$ cat src/rtl/tx_gen_crc_pkg.sv
// tx_gen_crc_pkg: CRC-32 constants, FSM state type and a single-byte CRC update shared by the packet generator.
package tx_gen_crc_pkg;
    localparam logic [31:0] CRC32_POLY_R = 32'hEDB88320;
    localparam logic [31:0] CRC32_INIT   = 32'hFFFFFFFF;
    localparam logic [31:0] CRC32_XOROUT = 32'hFFFFFFFF;
    typedef enum logic {IDLE, SEND} state_t;
    function automatic logic [31:0] crc32_byte(input logic [31:0] crc, input logic [7:0] data);
        logic [31:0] c;
        c = crc ^ {24'd0, data};
        for (int k = 0; k < 8; k++) c = c[0] ? (c >> 1) ^ CRC32_POLY_R : c >> 1;
        return c;
    endfunction
endpackage

$ cat src/rtl/crc32_bytes.sv
// crc32_bytes: combinational CRC-32 update by 0..NB enabled bytes, lane 0 first.
module crc32_bytes import tx_gen_crc_pkg::*; #(
    parameter int NB = 4
) (
    input  logic [31:0]     crc_in,
    input  logic [8*NB-1:0] data,
    input  logic [NB-1:0]   en,
    output logic [31:0]     crc_out
);
    always_comb begin
        crc_out = crc_in;
        for (int i = 0; i < NB; i++) if (en[i]) crc_out = crc32_byte(crc_out, data[8*i +: 8]);
    end
endmodule

$ cat src/rtl/tx_gen_crc.sv
// tx_gen_crc: emits cmd_len counting bytes from cmd_seed followed by their CRC-32 on an AXI-stream.
module tx_gen_crc import tx_gen_crc_pkg::*; #(
    parameter int OEW   = 2,
    parameter int LEN_W = 16
) (
    input  logic                  rstn,
    input  logic                  clk,
    output logic                  cmd_ready,
    input  logic                  cmd_valid,
    input  logic [LEN_W-1:0]      cmd_len,
    input  logic [7:0]            cmd_seed,
    input  logic                  o_tready,
    output logic                  o_tvalid,
    output logic [(8<<OEW)-1:0]   o_tdata,
    output logic [(1<<OEW)-1:0]   o_tkeep,
    output logic                  o_tlast,
    output logic                  busy
);
    localparam int B  = 1 << OEW;
    localparam int CW = LEN_W + 3;
    state_t state, state_d;
    logic [LEN_W-1:0] len_q;
    logic [7:0]       seed_q, src_seed;
    logic [CW-1:0]    cnt_q, src_cnt, src_len;
    logic [31:0]      crc_q, src_crc, crc_new, crc_fin;
    logic [8*B-1:0]   pay_data, beat;
    logic [B-1:0]     pay_en, keep_d;
    logic [2*B-1:0]   off;
    logic             accept, load, done, last_d;

    assign accept  = cmd_valid && cmd_ready;
    assign done    = o_tvalid && o_tready && o_tlast;
    assign load    = accept || (state == SEND && o_tvalid && o_tready && !o_tlast);
    assign busy    = state == SEND;
    // The beat is built from the incoming command on the acceptance cycle so it is valid one cycle later
    assign src_cnt  = accept ? '0 : cnt_q;
    assign src_len  = CW'(accept ? cmd_len : len_q);
    assign src_seed = accept ? cmd_seed : seed_q;
    assign src_crc  = accept ? CRC32_INIT : crc_q;
    assign last_d   = src_cnt + CW'(B) >= src_len + CW'(4);
    assign crc_fin  = crc_new ^ CRC32_XOROUT;

    always_comb begin
        pay_data = '0;
        pay_en   = '0;
        keep_d   = '0;
        off      = '0;
        for (int j = 0; j < B; j++) begin
            pay_en[j]          = src_cnt + CW'(j) < src_len;
            keep_d[j]          = src_cnt + CW'(j) < src_len + CW'(4);
            pay_data[8*j +: 8] = src_seed + src_cnt[7:0] + 8'(j);
            off[2*j +: 2]      = 2'(src_cnt + CW'(j) - src_len);
        end
    end

    crc32_bytes #(.NB(B)) u_crc (
        .crc_in (src_crc),
        .data   (pay_data),
        .en     (pay_en),
        .crc_out(crc_new)
    );

    // CRC lanes use the CRC already including this beat's payload bytes
    always_comb begin
        beat = '0;
        for (int j = 0; j < B; j++)
            beat[8*j +: 8] = !keep_d[j] ? 8'h00 : pay_en[j] ? pay_data[8*j +: 8] : crc_fin[{off[2*j +: 2], 3'b000} +: 8];
    end

    always_comb state_d = state == IDLE ? (accept ? SEND : IDLE) : (done ? IDLE : SEND);

    always_ff @(posedge clk) begin
        if (!rstn) begin
            state     <= IDLE;
            cmd_ready <= 1'b0;
            o_tvalid  <= 1'b0;
            o_tdata   <= '0;
            o_tkeep   <= '0;
            o_tlast   <= 1'b0;
            len_q     <= '0;
            seed_q    <= '0;
            cnt_q     <= '0;
            crc_q     <= CRC32_INIT;
        end else begin
            state     <= state_d;
            cmd_ready <= state_d == IDLE;
            if (accept) begin
                len_q  <= cmd_len;
                seed_q <= cmd_seed;
            end
            if (load) begin
                o_tvalid <= 1'b1;
                o_tdata  <= beat;
                o_tkeep  <= keep_d;
                o_tlast  <= last_d;
                cnt_q    <= src_cnt + CW'(B);
                crc_q    <= crc_new;
            end else if (done) begin
                o_tvalid <= 1'b0;
            end
        end
    end
endmodule

$ cat config.mk
export PLATFORM = sky130hd
export DESIGN_NAME = tx_gen_crc
export DESIGN_NICKNAME = d
export VERILOG_FILES = /design/src/rtl/tx_gen_crc_pkg.sv /design/src/rtl/crc32_bytes.sv /design/src/rtl/tx_gen_crc.sv
export SDC_FILE = /design/constraint.sdc
export NUM_CORES = 1
export LEC_CHECK = 0
export CORE_AREA = 2 2 222 224
export CTS_BUF_LIST = sky130_fd_sc_hd__clkbuf_4 sky130_fd_sc_hd__clkbuf_8 sky130_fd_sc_hd__clkbuf_16
export DETAILED_ROUTE_END_ITERATION = 10
export DIE_AREA = 0 0 224 226
export PLACE_DENSITY_LB_ADDON = 0.25
export SYNTH_ARGS = -nofsm -noshare
export SYNTH_HDL_FRONTEND = slang
export SYNTH_SLANG_ARGS = --single-unit
$ cat constraint.sdc
create_clock -name clk -period 20.4 [get_ports clk]
set_input_delay 2.04 -clock clk [delete_from_list [all_inputs] [get_ports clk]]
set_output_delay 2.04 -clock clk [all_outputs]
set_load 0.01 [all_outputs]
==> impl_metrics.xml, run 1 <==
<?xml version="1.0" encoding="UTF-8"?>
<metrics>
  <group name="status">
    <metric name="run_status" unit="">completed</metric>
  </group>
  <group name="global_route">
    <metric name="first_global_vias" unit="">15793</metric>
    <metric name="wire_length_of_the_first_global_routing_pass" unit="µm">105000</metric>
    <metric name="maximum_number_of_pins_on_one_net_before_global_route_repair" unit="">69</metric>
    <metric name="grt_use_total" unit="%">27.9</metric>
    <metric name="globalRoute.totalOverflow" unit="">0</metric>
    <metric name="antenna_found_initial" unit="">0</metric>
  </group>
  <group name="synth">
    <metric name="netlist_top_cells_area" unit="">dfxtp_1, ha_1, xnor2_1, nor2_1, xnor3_1</metric>
    <metric name="synth-warning-count" unit="">0</metric>
    <metric name="async_reset_ff_share" unit="%">0</metric>
    <metric name="ys_dominant_reg_cell" unit="">dfxtp_1</metric>
    <metric name="synth.ff_latch_count" unit="">115</metric>
    <metric name="synthDistinctLibCells" unit="">115</metric>
    <metric name="synth-edff-count" unit="">0</metric>
    <metric name="syn-instance-count" unit="">2098</metric>
    <metric name="library_cell_occupying_the_most_area_in_the_post_synthesis_netlist" unit="">dfxtp_1</metric>
    <metric name="synth_area" unit="mm²">0.0168</metric>
    <metric name="synth_seq_area_share" unit="%">13.7</metric>
    <metric name="mappedNetlistNets" unit="">2270</metric>
    <metric name="post_synth.cell_area_avg" unit="µm²">8.00</metric>
    <metric name="post-synth-top-area-fraction" unit="%">13.7</metric>
  </group>
  <group name="routing">
    <metric name="drt_iter0_markers" unit="">1983</metric>
    <metric name="vias" unit="">16574</metric>
    <metric name="viasPerCell" unit="">6.04</metric>
    <metric name="detail_route.wirelength" unit="µm">71000</metric>
    <metric name="residual_drc" unit="">0</metric>
    <metric name="antenna_violating_nets_post_route" unit="">0</metric>
    <metric name="detailedRoute.firstPassIterationCount" unit="">6</metric>
    <metric name="routed_wire_length_per_instance" unit="µm">25.9</metric>
  </group>
  <group name="place">
    <metric name="dpl.hpwl" unit="µm">56300</metric>
    <metric name="placed_cells_incl_taps" unit="">2710</metric>
    <metric name="place_ws" unit="ns">8.33</metric>
    <metric name="portBuffers" unit="">67</metric>
    <metric name="finalWeightedCongestion" unit="">1.01</metric>
  </group>
  <group name="timing">
    <metric name="finalMaxSlewViolations" unit="">0</metric>
    <metric name="timing.final.crit_share" unit="%">58.1</metric>
    <metric name="setup-violations-final" unit="">0</metric>
    <metric name="skew" unit="ns">0.0144</metric>
    <metric name="clock.fmax" unit="MHz">84.3</metric>
    <metric name="timing.setup.tns" unit="ns">0</metric>
    <metric name="post-route-min-period" unit="ns">11.86</metric>
    <metric name="timing_worst_slew_pin_value" unit="ns">1.18</metric>
    <metric name="post-route-worst-setup-slack" unit="ns">8.54</metric>
    <metric name="final_hold_vio_count" unit="">0</metric>
    <metric name="grt_setup_unrepaired" unit="">no</metric>
    <metric name="worst_case_headroom_to_the_max_slew_limit" unit="%">21.0</metric>
  </group>
  <group name="final_layout">
    <metric name="post_route_cells_drive_above_1_share" unit="%">7.93</metric>
    <metric name="area_growth_syn_to_layout" unit="%">11.4</metric>
    <metric name="finish.cell_count_without_fillers" unit="">2742</metric>
    <metric name="number_of_nets_in_the_final_layout" unit="">2279</metric>
  </group>
  <group name="cts">
    <metric name="cts-buffers-inserted" unit="">17</metric>
    <metric name="clock_tree_from_tritoncts" unit="">done</metric>
    <metric name="clk-insertion-delay-late" unit="ns">0.45</metric>
    <metric name="cts_resized" unit="">0</metric>
    <metric name="cts_max_level" unit="">4</metric>
    <metric name="total_clock_sinks" unit="">115</metric>
    <metric name="ctsRootBufferMaster" unit="">clkbuf_16</metric>
    <metric name="clk_path_buf_depth" unit="">2</metric>
    <metric name="post-cts-setup-buffers" unit="">0</metric>
    <metric name="postCtsHoldBufs" unit="">0</metric>
    <metric name="clk_transition_reported_paths" unit="ns">0.06</metric>
  </group>
  <group name="critical_path">
    <metric name="cp-end-kind" unit="">flip-flop</metric>
    <metric name="timing.critical_path.from_type" unit="">input pin</metric>
    <metric name="critical_path_required" unit="ns">20.74</metric>
    <metric name="worstSetupPathType" unit="">in2reg</metric>
    <metric name="regToRegSetupSlack" unit="ns">10.30</metric>
    <metric name="timing.critical_path.fanout_max" unit="">51</metric>
    <metric name="crit_arrival" unit="ns">12.20</metric>
  </group>
  <group name="die">
    <metric name="floorplan.die_area" unit="mm²">0.0506</metric>
    <metric name="core_area" unit="mm²">0.0483</metric>
    <metric name="floorplan.die.height" unit="µm">226</metric>
    <metric name="die_width" unit="µm">224</metric>
    <metric name="rows" unit="">81</metric>
    <metric name="top_level_ports" unit="">68</metric>
    <metric name="initial_standard_cell_utilization_of_the_core" unit="%">34.7</metric>
  </group>
  <group name="run">
    <metric name="maxCapViolCount" unit="">0</metric>
  </group>
  <group name="hold_path">
    <metric name="hold_class" unit="">reg2reg</metric>
  </group>
</metrics>
-- Yosys cell counts, types with 21 or more instances --
cell	count
nor2_1	230
ha_1	144
xnor3_1	37
clkbuf_1	71
o21ai_0	114
xnor2_1	204
a21o_1	39
nand4_1	26
a21oi_1	110
and2_1	25
dfxtp_1	115
xor2_1	91
nand3_1	59
and3_1	21
inv_1	25
or3_1	22
nand2_1	193
mux2i_1	74
o21a_1	29
nor3_1	66
-- worst paths after layout --
check	endpoint	cells after the start	from
worst min-delay path	seed_q[6]$_SDFF_PN0_	2	seed_q[6]$_SDFF_PN0_
worst max-delay path	o_tdata[0]$_SDFFE_PN0P_	25	cmd_valid
worst min register to register	seed_q[6]$_SDFF_PN0_	2	seed_q[6]$_SDFF_PN0_
worst max register to register	o_tdata[0]$_SDFFE_PN0P_	24	cmd_ready$_SDFF_PN0_
-- cells in the final DEF, fill, tap and decap left out, types with 19 or more instances in the layout --
master,synthesis,layout
a21o_1,39,39
a21oi_1,110,110
and2_1,25,23
and3_1,21,21
buf_4,6,32
clkdlybuf4s50_1,0,66
dfxtp_1,115,115
ha_1,144,144
inv_1,25,24
mux2i_1,74,74
nand2_1,193,193
nand3_1,59,59
nand4_1,26,26
nor2_1,230,229
nor3_1,66,66
nor4_1,19,19
o21a_1,29,29
o21ai_0,114,114
or3_1,22,22
xnor2_1,204,203
xnor3_1,37,37
xor2_1,91,91
-- per-stage QoR --
stage	cell area [µm²]	hold slack [ns]	utilization [%]
final	18700	0.461	38.7
after global routing	18700	0.486	38.7
after CTS	18700	0.464	38.7
after detailed placement	18100	0.457	37.3
after global placement	18000	0.451	37.3
after floorplan	16800	0.441	-
-- registers in the layout, summed over array words and instances, names as in the netlist --
signal / cells
cnt_q: 19
o_tvalid: 1
len_q: 16
o_tdata: 32
seed_q: 8
crc_q: 32
o_tlast: 1
o_tkeep: 4
cmd_ready: 1
busy: 1
-- per-layer routing --
metal	global-route usage, %	vias to the layer above	wire length (µm)
met5	0	-	0
met4	15.3	0	4160
met3	4.37	181	5550
met2	44.0	838	31500
met1	36.5	7921	29900
li1	-	7634	-
-- logic make-up (layout without fill, tap and decap cells) --
group / Yosys count / after routing / share of synthesized area (%)
simple gates: 734 / 734 / 21.0
compound gates: 507 / 507 / 21.2
xor+xnor: 357 / 357 / 23.3
fa+ha+maj: 148 / 148 / 11.0
buf+inv: 139 / 160 / 3.41
flops: 115 / 115 / 13.7
mux: 98 / 98 / 6.38
other cells: 0 / 1 / 0
-- final cells by class --
| type | count | area, µm² |
|---|---|---|
| Fill cell | 4980 | 29600 |
| Multi-Input combinational cell | 1844 | 14000 |
| Sequential cell | 115 | 2300 |
| Timing Repair Buffer | 99 | 906 |
| Tap cell | 622 | 778 |
| Clock buffer | 23 | 489 |
| Clock inverter | 8 | 150 |
| Inverter | 30 | 113 |
| Antenna cell | 1 | 2.50 |
-- critical path: stages --
cell,delay [ns]
clkdlybuf4s50_1,0.83
and2_4,0.63
mux2i_1,0.90
ha_1,0.27
and3_1,0.20
o2111a_1,0.30
o2111ai_1,0.27
a211o_1,0.42
nand2_2,0.11
buf_4,0.47
a211oi_1,0.12
nor4bb_2,0.90
nor2_1,0.31
xnor2_1,0.39
a211o_1,0.17
o2111ai_1,0.37
nor2_1,0.54
xnor3_1,0.54
xor2_1,0.15
o21ai_0,0.75
xnor3_1,0.53
nand2_1,0.07
o21a_1,0.30
mux2i_1,0.16
a221o_1,0.34
Power of run 1 is not shown: default switching activity piles up to over one toggle a cycle in this logic, so the estimate is an artifact.
==> run 2: changes to the inputs <==
==> constraint.sdc (replaced) <==
create_clock -name clk -period 9.8 [get_ports clk]
set_input_delay 0.98 -clock clk [delete_from_list [all_inputs] [get_ports clk]]
set_output_delay 0.98 -clock clk [all_outputs]
set_load 0.01 [all_outputs]
==> run 2 against run 1 <==
Via count increased by 1.7%. Flip-flop and latch count unchanged. Design area increased by 2.8%. Routed wire length increased by 2.1%. Die area unchanged. Register-to-register slack got worse by 9.4 ns. Largest cell class unchanged. Worst hold slack got worse by 0.0044 ns. Worst setup slack got worse by 7.9 ns. Clock-buffer cell count decreased by 5. Sequential share of layout area decreased by 0.34 points. Utilization increased by 1.1 points.
==> impl_metrics.xml, run 2 (synthesis results as in run 1) <==
<?xml version="1.0" encoding="UTF-8"?>
<metrics>
  <group name="critical_path">
    <metric name="critPathMostFrequentCell" unit="">a211oi_1</metric>
    <metric name="crit_arrival" unit="ns">9.56</metric>
    <metric name="timing.reg2reg.worst_path_depth" unit="">26</metric>
    <metric name="timing.critical_path.from_type" unit="">input pin</metric>
    <metric name="worst_path_max_delay_cell" unit="">mux2i_1</metric>
    <metric name="reg2reg_from" unit="">cmd_ready$_SDFF_PN0_</metric>
    <metric name="timing.critical_path.fanout_max" unit="">39</metric>
    <metric name="cp_slowest_stage_delay" unit="ns">0.56</metric>
    <metric name="regToRegSetupSlack" unit="ns">0.94</metric>
    <metric name="worstSetupPathType" unit="">in2reg</metric>
    <metric name="cp-end-kind" unit="">flip-flop</metric>
    <metric name="timing.rr.end" unit="">o_tdata[30]$_SDFFE_PN0P_</metric>
    <metric name="critical_path_required" unit="ns">10.17</metric>
  </group>
  <group name="global_route">
    <metric name="first_global_vias" unit="">16289</metric>
    <metric name="globalRoute.totalOverflow" unit="">0</metric>
    <metric name="maximum_number_of_pins_on_one_net_before_global_route_repair" unit="">68</metric>
    <metric name="grt_use_total" unit="%">28.4</metric>
    <metric name="wire_length_of_the_first_global_routing_pass" unit="µm">107000</metric>
    <metric name="antenna_found_initial" unit="">1</metric>
  </group>
  <group name="timing">
    <metric name="setup-violations-final" unit="">0</metric>
    <metric name="timing_worst_slew_pin_value" unit="ns">1.09</metric>
    <metric name="worst_case_headroom_to_the_max_slew_limit" unit="%">27.5</metric>
    <metric name="skew" unit="ns">0.0129</metric>
    <metric name="grt_setup_unrepaired" unit="">no</metric>
    <metric name="post-route-min-period" unit="ns">9.19</metric>
    <metric name="clock.fmax" unit="MHz">109</metric>
    <metric name="timing.final.crit_share" unit="%">93.8</metric>
    <metric name="timing.setup.tns" unit="ns">0</metric>
    <metric name="finalMaxSlewViolations" unit="">0</metric>
    <metric name="final_hold_vio_count" unit="">0</metric>
  </group>
  <group name="routing">
    <metric name="routed_wire_length_per_instance" unit="µm">25.8</metric>
    <metric name="detail_route.wirelength" unit="µm">72500</metric>
    <metric name="residual_drc" unit="">0</metric>
    <metric name="detailedRoute.firstPassIterationCount" unit="">8</metric>
    <metric name="viasPerCell" unit="">5.99</metric>
    <metric name="antenna_violating_nets_post_route" unit="">0</metric>
    <metric name="vias" unit="">16851</metric>
    <metric name="drt_iter0_markers" unit="">1968</metric>
  </group>
  <group name="cts">
    <metric name="cts-buffers-inserted" unit="">17</metric>
    <metric name="postCtsHoldBufs" unit="">0</metric>
    <metric name="clk-insertion-delay-late" unit="ns">0.46</metric>
    <metric name="clock_tree_from_tritoncts" unit="">done</metric>
    <metric name="cts_max_level" unit="">4</metric>
    <metric name="ctsRootBufferMaster" unit="">clkbuf_16</metric>
    <metric name="cts_resized" unit="">0</metric>
    <metric name="clk_path_buf_depth" unit="">2</metric>
    <metric name="total_clock_sinks" unit="">115</metric>
    <metric name="clk_transition_reported_paths" unit="ns">0.06</metric>
    <metric name="post-cts-setup-buffers" unit="">0</metric>
  </group>
  <group name="final_layout">
    <metric name="post_route_cells_drive_above_1_share" unit="%">10.9</metric>
    <metric name="top_regs" unit="">crc_q (32), o_tdata (32), cnt_q (19)</metric>
    <metric name="antenna_cells_inserted" unit="">0</metric>
    <metric name="final_util" unit="%">39.8</metric>
    <metric name="finish.cell_count_without_fillers" unit="">2811</metric>
    <metric name="final_common_cell" unit="">nor2_1</metric>
    <metric name="number_of_nets_in_the_final_layout" unit="">2348</metric>
    <metric name="fillers" unit="">4930</metric>
    <metric name="area_growth_syn_to_layout" unit="%">14.6</metric>
    <metric name="top_library_cells_by_usage_in_the_layout_fill_and_taps_aside" unit="">nor2_1, xnor2_1, nand2_1</metric>
  </group>
  <group name="hold_path">
    <metric name="hold_class" unit="">reg2reg</metric>
    <metric name="hold_depth" unit="">2</metric>
    <metric name="hold_startpoint" unit="">o_tkeep[2]$_SDFFE_PN0P_</metric>
    <metric name="timing.hold.worst_endpoint" unit="">o_tkeep[2]$_SDFFE_PN0P_</metric>
  </group>
  <group name="place">
    <metric name="placed_cells_incl_taps" unit="">2779</metric>
    <metric name="dpl.hpwl" unit="µm">58600</metric>
    <metric name="finalWeightedCongestion" unit="">1.01</metric>
    <metric name="portBuffers" unit="">67</metric>
  </group>
  <group name="die">
    <metric name="floorplan.die_area" unit="mm²">0.0506</metric>
    <metric name="die_width" unit="µm">224</metric>
    <metric name="floorplan.die.height" unit="µm">226</metric>
    <metric name="core_area" unit="mm²">0.0483</metric>
    <metric name="rows" unit="">81</metric>
    <metric name="top_level_ports" unit="">68</metric>
    <metric name="initial_standard_cell_utilization_of_the_core" unit="%">34.7</metric>
  </group>
  <group name="status">
    <metric name="run_status" unit="">completed</metric>
  </group>
  <group name="run">
    <metric name="maxCapViolCount" unit="">0</metric>
  </group>
</metrics>
## run 2: changes by cell type in the layout (fill, tap and decap cells not counted), sizes merged
cell / delta
diode: -1
bufinv: -1
clkbuf: -5
inv: +4
buf: +69
clkinvlp: +3
## run 2: cell type report
type	count	area (µm²)	share of cell area, %
clock buffer	18	433	2.25
multi-input combinational	1844	14000	72.6
inverter	30	113	0.586
tap	622	778	4.05
clock inverter	14	178	0.924
sequential	115	2300	12.0
timing repair buffer	168	1460	7.60
## run 2: worst max-delay path, delay by kind of cell
kind	cells	cell delay, ns
compound gates	10	2.55
xor+xnor	6	2.10
fa+ha+maj	1	0.30
buf+inv	5	1.28
mux	1	0.56
simple gates	7	1.73
## run 2: worst max-delay path by stage
stage / startpoint / to / slack (ns) / cells after the start
6_report: cmd_valid / o_tdata[30]$_SDFFE_PN0P_ / 0.61 / 30
3_5_place_dp: cmd_valid / o_tdata[30]$_SDFFE_PN0P_ / 0.32 / 30
4_1_cts: cmd_valid / o_tdata[30]$_SDFFE_PN0P_ / 0.78 / 30
5_1_grt: cmd_valid / o_tdata[30]$_SDFFE_PN0P_ / 0.11 / 30
2_1_floorplan: cmd_valid / o_tdata[21]$_SDFFE_PN0P_ / 0.01 / 36
3_3_place_gp: cmd_valid / o_tdata[4]$_SDFFE_PN0P_ / 0.32 / 29
## run 2: routing by layer
metal,GRT usage [%],part of all wire [%],vias to the layer above
met5,0,0,-
met4,13.9,5.3,0
met1,36.5,42,8094
met2,46.8,46,799
li1,-,-,7764
met3,3.96,7.1,194
## run 2: stage by stage
step / worst slack, ns / hold WS, ns / area (µm²)
6_report: 0.609 / 0.457 / 19200
3_5_place_dp: 0.323 / 0.451 / 18600
3_3_place_gp: 0.324 / 0.446 / 18600
2_1_floorplan: 0.0129 / 0.441 / 16800
4_1_cts: 0.778 / 0.459 / 19200
5_1_grt: 0.114 / 0.489 / 19200
Power of run 2 is left out for the same reason.
==> run 3: changes to the inputs <==
--- a/config.mk
+++ b/config.mk
@@ -5,10 +5,10 @@
 export SDC_FILE = /design/constraint.sdc
 export NUM_CORES = 1
 export LEC_CHECK = 0
-export CORE_AREA = 2 2 222 224
+export CORE_AREA = 2 2 234 213
 export CTS_BUF_LIST = sky130_fd_sc_hd__clkbuf_4 sky130_fd_sc_hd__clkbuf_8 sky130_fd_sc_hd__clkbuf_16
 export DETAILED_ROUTE_END_ITERATION = 10
-export DIE_AREA = 0 0 224 226
+export DIE_AREA = 0 0 236 215
 export PLACE_DENSITY_LB_ADDON = 0.25
 export SYNTH_ARGS = -nofsm -noshare
 export SYNTH_HDL_FRONTEND = slang
==> run 3 against run 2 <==
Via count increased by 0.42%. Worst hold slack improved by 0.0094 ns. Critical path type unchanged. Fmax increased by 1.8%. Register-to-register slack improved by 0.08 ns. First-iteration DRC count increased by 21%. Non-clock buffer count increased by 7. Final cell count increased by 0.60%. Clock skew increased by 0.0012 ns. Worst setup slack improved by 0.16 ns. Routed wire length increased by 0.97%.
==> impl_metrics.xml, run 3 (synthesis results as in run 1) <==
<?xml version="1.0" encoding="UTF-8"?>
<metrics>
  <group name="timing">
    <metric name="timing.setup.tns" unit="ns">0</metric>
    <metric name="post-route-min-period" unit="ns">9.03</metric>
    <metric name="timing.final.crit_share" unit="%">92.1</metric>
    <metric name="finalMaxSlewViolations" unit="">0</metric>
    <metric name="final_hold_vio_count" unit="">0</metric>
    <metric name="setup-violations-final" unit="">0</metric>
    <metric name="skew" unit="ns">0.0141</metric>
    <metric name="timing_worst_slew_pin_value" unit="ns">1.26</metric>
    <metric name="post-route-worst-setup-slack" unit="ns">0.773</metric>
    <metric name="grt_setup_unrepaired" unit="">no</metric>
    <metric name="worst_case_headroom_to_the_max_slew_limit" unit="%">15.4</metric>
    <metric name="clock.fmax" unit="MHz">111</metric>
  </group>
  <group name="cts">
    <metric name="clock_tree_from_tritoncts" unit="">done</metric>
    <metric name="cts-buffers-inserted" unit="">17</metric>
    <metric name="clk-insertion-delay-late" unit="ns">0.45</metric>
    <metric name="post-cts-setup-buffers" unit="">0</metric>
    <metric name="postCtsHoldBufs" unit="">0</metric>
    <metric name="clk_transition_reported_paths" unit="ns">0.07</metric>
    <metric name="cts_resized" unit="">0</metric>
    <metric name="ctsRootBufferMaster" unit="">clkbuf_16</metric>
    <metric name="cts_max_level" unit="">4</metric>
    <metric name="clk_path_buf_depth" unit="">2</metric>
    <metric name="total_clock_sinks" unit="">115</metric>
  </group>
  <group name="die">
    <metric name="top_level_ports" unit="">68</metric>
    <metric name="rows" unit="">77</metric>
    <metric name="floorplan.die.height" unit="µm">215</metric>
    <metric name="initial_standard_cell_utilization_of_the_core" unit="%">34.6</metric>
    <metric name="core_area" unit="mm²">0.0485</metric>
    <metric name="die_width" unit="µm">236</metric>
    <metric name="floorplan.die_area" unit="mm²">0.0507</metric>
  </group>
  <group name="routing">
    <metric name="met3_wirelength" unit="µm">8150</metric>
    <metric name="vias" unit="">16922</metric>
    <metric name="routed_wire_length_per_instance" unit="µm">25.9</metric>
    <metric name="detailedRoute.firstPassIterationCount" unit="">8</metric>
    <metric name="residual_drc" unit="">0</metric>
    <metric name="antenna_violating_nets_post_route" unit="">0</metric>
    <metric name="m1WireLength" unit="µm">34200</metric>
    <metric name="drt_iter0_markers" unit="">2374</metric>
    <metric name="maxUsedRoutingLayer" unit="">met4</metric>
    <metric name="detail_route.wirelength" unit="µm">73200</metric>
    <metric name="detailroute.wirelength.met2" unit="µm">29000</metric>
    <metric name="viasPerCell" unit="">5.98</metric>
  </group>
  <group name="critical_path">
    <metric name="cp-end-kind" unit="">flip-flop</metric>
    <metric name="crit_arrival" unit="ns">9.36</metric>
    <metric name="critical_path_required" unit="ns">10.14</metric>
    <metric name="timing.critical_path.from_type" unit="">input pin</metric>
    <metric name="worstSetupPathType" unit="">in2reg</metric>
    <metric name="timing.critical_path.fanout_max" unit="">31</metric>
  </group>
  <group name="global_route">
    <metric name="grt_use_total" unit="%">28.2</metric>
    <metric name="antenna_found_initial" unit="">3</metric>
    <metric name="maximum_number_of_pins_on_one_net_before_global_route_repair" unit="">68</metric>
    <metric name="globalRoute.totalOverflow" unit="">0</metric>
    <metric name="wire_length_of_the_first_global_routing_pass" unit="µm">106000</metric>
    <metric name="first_global_vias" unit="">15771</metric>
  </group>
  <group name="final_layout">
    <metric name="top_regs" unit="">crc_q (32), o_tdata (32), cnt_q (19)</metric>
    <metric name="antenna_cells_inserted" unit="">0</metric>
    <metric name="final_util" unit="%">39.7</metric>
    <metric name="area_growth_syn_to_layout" unit="%">14.7</metric>
    <metric name="post-route-cell-area" unit="mm²">0.0192</metric>
    <metric name="number_of_nets_in_the_final_layout" unit="">2355</metric>
    <metric name="top_library_cells_by_usage_in_the_layout_fill_and_taps_aside" unit="">nor2_1, xnor2_1, nand2_1</metric>
    <metric name="post_route_cells_drive_above_1_share" unit="%">11.2</metric>
    <metric name="final_common_cell" unit="">nor2_1</metric>
  </group>
  <group name="status">
    <metric name="run_status" unit="">completed</metric>
  </group>
  <group name="place">
    <metric name="dpl.hpwl" unit="µm">58500</metric>
    <metric name="place_ws" unit="ns">-0.00803</metric>
    <metric name="portBuffers" unit="">67</metric>
    <metric name="finalWeightedCongestion" unit="">1.00</metric>
    <metric name="postPlaceCellArea" unit="mm²">0.0186</metric>
  </group>
  <group name="hold_path">
    <metric name="hold_class" unit="">reg2reg</metric>
  </group>
  <group name="run">
    <metric name="maxCapViolCount" unit="">0</metric>
  </group>
</metrics>
==> run 3: final timing paths <==
kind | from | endpoint | slack [ns] | cells after the start
max reg2reg | cmd_ready$_SDFF_PN0_ | o_tdata[21]$_SDFFE_PN0P_ | 1.02 | 24
min | seed_q[5]$_SDFF_PN0_ | seed_q[5]$_SDFF_PN0_ | 0.47 | 2
min reg2reg | seed_q[5]$_SDFF_PN0_ | seed_q[5]$_SDFF_PN0_ | 0.47 | 2
max | cmd_valid | o_tdata[21]$_SDFFE_PN0P_ | 0.77 | 25
==> run 3: area by class of cell <==
cell class / count / area (µm²)
Clock buffer: 17 / 425
Multi-Input combinational cell: 1844 / 14000
Clock inverter: 15 / 171
Tap cell: 632 / 791
Sequential cell: 115 / 2300
Timing Repair Buffer: 175 / 1480
Inverter: 30 / 113
Fill cell: 4958 / 29200
==> run 3: through the flow <==
stage	cells	hold slack (ns)
after floorplan	2098	0.441
after global placement	2796	0.451
after detailed placement	2796	0.458
after CTS	2828	0.468
after global routing	2828	0.485
final	2828	0.466
==> run 3: routing by layer <==
| layer | vias to the layer above | track usage, % |
|---|---|---|
| li1 | 7757 | - |
| met1 | 8165 | 42.5 |
| met2 | 889 | 39.0 |
| met3 | 111 | 7.28 |
| met4 | 0 | 7.45 |
| met5 | - | 0 |
==> run 3: critical path, stage by stage <==
cell and delay (ns):
dlymetal6s2s_1 0.46, nand2_8 0.25, nand2_1 0.39, inv_1 0.15, ha_1 0.24, ha_1 0.40
xnor2_1 0.64, xnor2_2 0.20, xor2_1 0.37, nand3_1 0.24, a31oi_2 0.39, xor2_2 0.27
xnor3_1 0.48, a21o_1 0.20, a31oi_4 0.35, xor2_2 0.37, xnor2_1 0.23, xnor3_1 0.28
a22oi_2 0.38, xnor2_1 0.36, xnor3_1 0.56, xor2_1 0.27, a21oi_1 0.15, mux4_2 0.49
o31a_1 0.25
Power of run 3 is left out for the same reason.
